$ cat src/rtl/alu_seq_pkg.sv
// Shared command codes, FSM states and ALU opcode used by the alu_seq sequencer.
package alu_seq_pkg;

  localparam int unsigned DATA_W = 4;

  localparam logic [1:0] CMD_LOAD = 2'b00;
  localparam logic [1:0] CMD_EXEC = 2'b01;
  localparam logic [1:0] CMD_MUL  = 2'b10;
  localparam logic [1:0] CMD_NOP  = 2'b11;

  // ALU op selecting A + B + c_in on the adder path
  localparam logic [2:0] OP_ADD = 3'b000;

  typedef enum logic [1:0] {
    S_IDLE = 2'b00,
    S_EXEC = 2'b01,
    S_MUL  = 2'b10,
    S_DONE = 2'b11
  } state_t;

endpackage

$ cat src/rtl/mul_step.sv
// One shift-add multiply iteration: conditionally take the ALU sum, then shift
// the {hi, Q} pair right by one with the adder carry entering at the top.
module mul_step
  import alu_seq_pkg::*;
#(
  parameter int unsigned W = DATA_W
) (
  input  logic [W-1:0] hi,
  input  logic [W-1:0] q,
  input  logic [W-1:0] alu_r,
  input  logic         alu_carry,
  output logic [W-1:0] hi_next,
  output logic [W-1:0] q_next
);

  logic [W-1:0] s;
  logic         co;

  always_comb begin
    s       = q[0] ? alu_r : hi;
    co      = q[0] & alu_carry;
    hi_next = {co, s[W-1:1]};
    q_next  = {s[0], q[W-1:1]};
  end

endmodule

$ cat src/rtl/alu_seq.sv
// Multi-cycle operand sequencer for an external 4-bit ALU: loads, single ALU ops
// and a 4x4->8 unsigned shift-add multiply, with accumulator and flag registers.
module alu_seq
  import alu_seq_pkg::*;
#(
  parameter int unsigned W         = 4,
  parameter int unsigned MUL_ITERS = 4
) (
  input  logic         clk,
  input  logic         rst_n,
  input  logic         in_valid,
  output logic         in_ready,
  input  logic [1:0]   in_cmd,
  input  logic [2:0]   in_op,
  input  logic         in_cin,
  input  logic [W-1:0] in_data,
  output logic [W-1:0] alu_a,
  output logic [W-1:0] alu_b,
  output logic [2:0]   alu_op,
  output logic         alu_cin,
  input  logic [W-1:0] alu_r,
  input  logic         alu_zero,
  input  logic         alu_carry,
  input  logic         alu_sign,
  output logic [W-1:0] acc,
  output logic [W-1:0] acc_lo,
  output logic         flag_zero,
  output logic         flag_carry,
  output logic         flag_sign,
  output logic         out_valid
);

  localparam logic [1:0] LAST_ITER = 2'(MUL_ITERS - 1);

  state_t       state_q, state_d;
  logic [1:0]   cmd_q, cmd_d;
  logic [2:0]   op_q, op_d;
  logic         cin_q, cin_d;
  logic [W-1:0] data_q, data_d;
  logic [W-1:0] m_q, m_d;
  logic [1:0]   cnt_q, cnt_d;
  logic [W-1:0] acc_q, acc_d;
  logic [W-1:0] acc_lo_q, acc_lo_d;
  logic         zero_q, zero_d;
  logic         carry_q, carry_d;
  logic         sign_q, sign_d;

  logic [W-1:0] hi_next, q_next;

  // acc doubles as the product high half and acc_lo as the multiplier shift register
  mul_step #(
    .W (W)
  ) u_mul_step (
    .hi        (acc_q),
    .q         (acc_lo_q),
    .alu_r     (alu_r),
    .alu_carry (alu_carry),
    .hi_next   (hi_next),
    .q_next    (q_next)
  );

  always_comb begin
    state_d   = state_q;
    cmd_d     = cmd_q;
    op_d      = op_q;
    cin_d     = cin_q;
    data_d    = data_q;
    m_d       = m_q;
    cnt_d     = cnt_q;
    acc_d     = acc_q;
    acc_lo_d  = acc_lo_q;
    zero_d    = zero_q;
    carry_d   = carry_q;
    sign_d    = sign_q;
    in_ready  = 1'b0;
    out_valid = 1'b0;
    alu_a     = acc_q;
    alu_b     = '0;
    alu_op    = OP_ADD;
    alu_cin   = 1'b0;

    unique case (state_q)
      S_IDLE: begin
        in_ready = 1'b1;
        if (in_valid) begin
          cmd_d  = in_cmd;
          op_d   = in_op;
          cin_d  = in_cin;
          data_d = in_data;
          if (in_cmd == CMD_MUL) begin
            m_d      = acc_q;
            acc_lo_d = in_data;
            acc_d    = '0;
            cnt_d    = '0;
            state_d  = S_MUL;
          end else begin
            state_d = S_EXEC;
          end
        end
      end
      S_EXEC: begin
        alu_b   = data_q;
        alu_op  = op_q;
        alu_cin = cin_q;
        state_d = S_DONE;
        case (cmd_q)
          CMD_LOAD: begin
            acc_d  = data_q;
            zero_d = (data_q == '0);
            sign_d = data_q[W-1];
          end
          CMD_EXEC: begin
            acc_d   = alu_r;
            zero_d  = alu_zero;
            carry_d = alu_carry;
            sign_d  = alu_sign;
          end
          default: ;
        endcase
      end
      S_MUL: begin
        alu_b    = m_q;
        acc_d    = hi_next;
        acc_lo_d = q_next;
        cnt_d    = cnt_q + 2'd1;
        if (cnt_q == LAST_ITER) begin
          state_d = S_DONE;
          zero_d  = ({hi_next, q_next} == '0);
          sign_d  = hi_next[W-1];
          carry_d = 1'b0;
        end
      end
      S_DONE: begin
        out_valid = 1'b1;
        state_d   = S_IDLE;
      end
      default: state_d = S_IDLE;
    endcase
  end

  always_ff @(posedge clk or negedge rst_n) begin
    if (!rst_n) begin
      state_q  <= S_IDLE;
      cmd_q    <= CMD_LOAD;
      op_q     <= OP_ADD;
      cin_q    <= 1'b0;
      data_q   <= '0;
      m_q      <= '0;
      cnt_q    <= '0;
      acc_q    <= '0;
      acc_lo_q <= '0;
      zero_q   <= 1'b0;
      carry_q  <= 1'b0;
      sign_q   <= 1'b0;
    end else begin
      state_q  <= state_d;
      cmd_q    <= cmd_d;
      op_q     <= op_d;
      cin_q    <= cin_d;
      data_q   <= data_d;
      m_q      <= m_d;
      cnt_q    <= cnt_d;
      acc_q    <= acc_d;
      acc_lo_q <= acc_lo_d;
      zero_q   <= zero_d;
      carry_q  <= carry_d;
      sign_q   <= sign_d;
    end
  end

  assign acc        = acc_q;
  assign acc_lo     = acc_lo_q;
  assign flag_zero  = zero_q;
  assign flag_carry = carry_q;
  assign flag_sign  = sign_q;

endmodule

$ cat config.mk
export PLATFORM = sky130hd
export DESIGN_NAME = alu_seq
export DESIGN_NICKNAME = d
export VERILOG_FILES = /design/src/rtl/alu_seq_pkg.sv /design/src/rtl/mul_step.sv /design/src/rtl/alu_seq.sv
export SDC_FILE = /design/constraint.sdc
export NUM_CORES = 1
export LEC_CHECK = 0
export BUFFER_PORTS_ARGS = -buffer_cell sky130_fd_sc_hd__buf_2
export CAP_MARGIN = 0
export CORE_MARGIN = 3
export CORE_UTILIZATION = 33
export CTS_BUF_LIST = sky130_fd_sc_hd__clkbuf_4 sky130_fd_sc_hd__clkbuf_8
export CTS_CLUSTER_SIZE = 24
export DETAILED_ROUTE_END_ITERATION = 10
export PLACE_DENSITY = 0.53
export RECOVER_POWER = 50
export SLEW_MARGIN = 20
export SYNTH_ARGS = -nofsm -noshare
export SYNTH_HDL_FRONTEND = slang
export SYNTH_SLANG_ARGS = --single-unit
export TNS_END_PERCENT = 1
$ cat constraint.sdc
create_clock -name clk -period 3.35 [get_ports clk]
set_input_delay 0.8375 -clock clk [delete_from_list [all_inputs] [get_ports clk]]
set_output_delay 0.8375 -clock clk [all_outputs]
set_load 0.005 [all_outputs]
==> impl_metrics.json <==
{
  "clock_sinks": 29,
  "core_region_area_sq_mm": 0.00456,
  "fin_skew_ns": 0.00955,
  "min_period_over_period_pct": 80.9,
  "largest_net_degree_at_the_start_of_global_routing": 30,
  "htreeDepth": 2,
  "drt_drc_violations_left": 0,
  "final_critical_path_setup_slack_ns": 0.639,
  "synth_flop_cell": "dfrtp_1",
  "async_flop_share_pct": 100,
  "tritoncts": "done",
  "synthesis.yosys.warnings": 0,
  "cts_setup_buffers": 0,
  "finalHoldViolCount": 0,
  "synth.net_count": 183,
  "ios": 45,
  "crit_path_max_fanout": 18,
  "grt_setup_unrepaired": "false",
  "dp.cells": 256,
  "grt_antenna_before_repair": 0,
  "crit_path_end_kind": "output pin",
  "synth.mux.area_fraction_pct": 19.5,
  "wire_length_of_the_first_global_routing_pass_mm": 6.55,
  "post_synthesis_xor_xnor_area_fraction_pct": 0,
  "root_buffer": "clkbuf_8",
  "synth-adder-area-share_pct": 4.59,
  "synthDominantCellAreaShare_pct": 44.4,
  "routed-via-count": 1320,
  "failed_checks": "capacitance limit, slew limit",
  "fmaxAchievable_ghz": 0.369,
  "maxCapViolCount": 1,
  "place.gp.congestion": 0.803,
  "grtUsageTotal_pct": 14.2,
  "final_net_count": 224,
  "die_x_microns": 76.4,
  "cts-buffers-inserted": 5,
  "via_per_inst": 5.00,
  "postRouteWirelength_mm": 3.97,
  "p_leak_nw": 0.933,
  "postSynthCellCount": 157,
  "layout.cells.non_filler": 264,
  "antennaDiodeCount": 0,
  "initial_core_util_pct": 35.8,
  "ys_top_cells_by_area": "dfrtp_1, mux2_2, ha_1, mux2i_1, a22oi_1",
  "netlist.top_cell.by_area": "dfrtp_1",
  "syn2layout_area_growth_pct": 20.3,
  "tns_ns": 0,
  "setup_viol_count_final": 0,
  "worst-endpoint-arrival_ns": 1.87,
  "grt_pass1_vias": 1291,
  "route.antenna.remaining_nets": 0,
  "synth_enable_flop_cells": 0,
  "synth-compound-area-share_pct": 13.2,
  "share_of_layout_cells_above_drive_strength_1_pct": 37.2,
  "worst_skew_pair.late_latency_ns": 0.29,
  "r2r_slack_ns": 1.22,
  "design_area_sq_mm": 0.00197,
  "worst_hold_path_type": "register to register",
  "port_buf_inserts": 44,
  "power_per_cell_area_mw_per_mm2": 951,
  "placementRows": 24,
  "synthesis.area_sq_mm": 0.00164,
  "floorplan.die.height_microns": 76.4,
  "synth_common_cells": "dfrtp_1, mux2_2, nand2_1, nor2_1",
  "worst_ir_drop_vdd_v": 0.000363,
  "status": "finished, violations left",
  "final_layout_fill_cell_count": 471,
  "cts-root-to-sink-buffers": 2,
  "synthMostInstantiatedCell": "dfrtp_1",
  "dieArea_sq_mm": 0.00584,
  "dr.pass1.iters": 4,
  "gr-total-overflow": 0,
  "synth_cell_type_count": 32,
  "pre_cts_slack_ns": 0.990,
  "maxSlewHeadroom_pct": -7.28,
  "cts_repair_resize_count": 0,
  "combinational_family_with_the_most_area_after_synthesis": "multiplexers",
  "critical_path.startpoint_type": "register",
  "ys_seq_area_share_pct": 44.4,
  "initialDrtViolationCount": 81,
  "routed_wire_length_per_instance_microns": 15.0,
  "cts_hold_buf": 0,
  "finalCriticalPeriod_ns": 2.71,
  "postPlaceCellArea_sq_mm": 0.00189,
  "post_synth_and_or_nand_nor_area_fraction_pct": 12.9,
  "crit_type": "register to output pin",
  "timing.critical_path.required_ns": 2.51,
  "post-dp-hpwl_mm": 2.91,
  "report.final.slew_viol_count": 30,
  "syn_area_per_cell_sq_um": 10.4,
  "clk_pin_slew_ns": 0.07,
  "yosys_register_bits": 29,
  "max_slew.worst_pin.slew_ns": 1.61
}
==> final cells by class <==
type / count / area [sq um] / area share [%]
inverters: 6 / 22.5 / 1.15
clock inverters: 3 / 17.5 / 0.891
clock buffers: 5 / 68.8 / 3.50
repair buffers: 46 / 230 / 11.7
multi-input cells: 110 / 821 / 41.7
flip-flops and latches: 29 / 726 / 36.9
well taps: 65 / 81.3 / 4.13
==> cells by family (layout without fill, tap and decap cells) <==
logic type      Yosys count  after routing
simple gates             40             40
compound gates           35             35
mux                      29             29
flops                    29             29
buf+inv                  18             60
fa+ha+maj                 6              6
==> registers in the layout, summed over array words and instances, names as in the netlist <==
register	cells
acc	4
acc_lo	4
data_q	4
m_q	4
op_q	3
cmd_q	2
cnt_q	2
state_q	2
cin_q	1
flag_carry	1
flag_sign	1
flag_zero	1
==> routing by layer <==
layer | share of wire [%] | track usage, %
met1 | 46 | 18.9
met2 | 47 | 21.9
met3 | 5.8 | 4.37
met4 | 1.1 | 4.89
met5 | 0 | 0
==> through the flow <==
step                hold WS, ns  util, %  total power, mW
global placement          0.469     41.3             1.57
floorplan                 0.471        -             1.30
CTS                       0.489     43.2             1.89
detailed placement        0.473     41.3             1.60
global route              0.526     43.1             2.03
finish                    0.479     43.1             1.87
==> final timing paths <==
path                            startpoint   endpoint  cells past startpoint
worst min-delay path             flag_zero  flag_zero                      2
worst min register to register   flag_zero  flag_zero                      2
min in group asynchronous            rst_n  flag_sign                      1
worst max-delay path            state_q[1]   alu_b[1]                      5
max in group asynchronous            rst_n    op_q[0]                      1
worst max register to register  state_q[0]  acc_lo[3]                      6
==> power breakdown <==
part	internal (mW)	switching [mW]	total (mW)	leakage, nW
clock	0.143	0.141	0.284	0.0439
combinational	0.457	0.467	0.923	0.530
sequential	0.511	0.153	0.665	0.359
total	1.11	0.760	1.87	0.933
==> worst max-delay path: stages (launching register included) <==
cell and delay [ns]:
dfrtp_1 0.43, inv_1 0.13, ha_1 0.60, a22oi_1 0.20
nor2_1 0.11, buf_2 0.12
==> placed cells by master, fill, tap and decap left out, drive strengths merged <==
cell | Yosys | final
a2bb2oi | 1 | 1
and2 | 4 | 4
a311oi | 1 | 1
nor4b | 1 | 1
o21ai | 13 | 13
or2 | 1 | 1
a221o | 1 | 1
a21oi | 8 | 8
clkinv | 0 | 2
nand3b | 2 | 2
dfrtp | 29 | 29
o22a | 1 | 1
a21o | 1 | 1
nand4b | 3 | 3
nor2b | 1 | 1
nor2 | 10 | 10
mux2 | 23 | 23
nand2b | 3 | 3
a22oi | 7 | 7
clkbuf | 2 | 9
clkinvlp | 0 | 1
nand2 | 10 | 10
a211oi | 1 | 1
buf | 10 | 42
inv | 6 | 6
ha | 6 | 6
nor3 | 1 | 1
nand3 | 3 | 3
nor4 | 1 | 1
o211ai | 1 | 1
mux2i | 6 | 6
(Power assumes the default switching activity.)
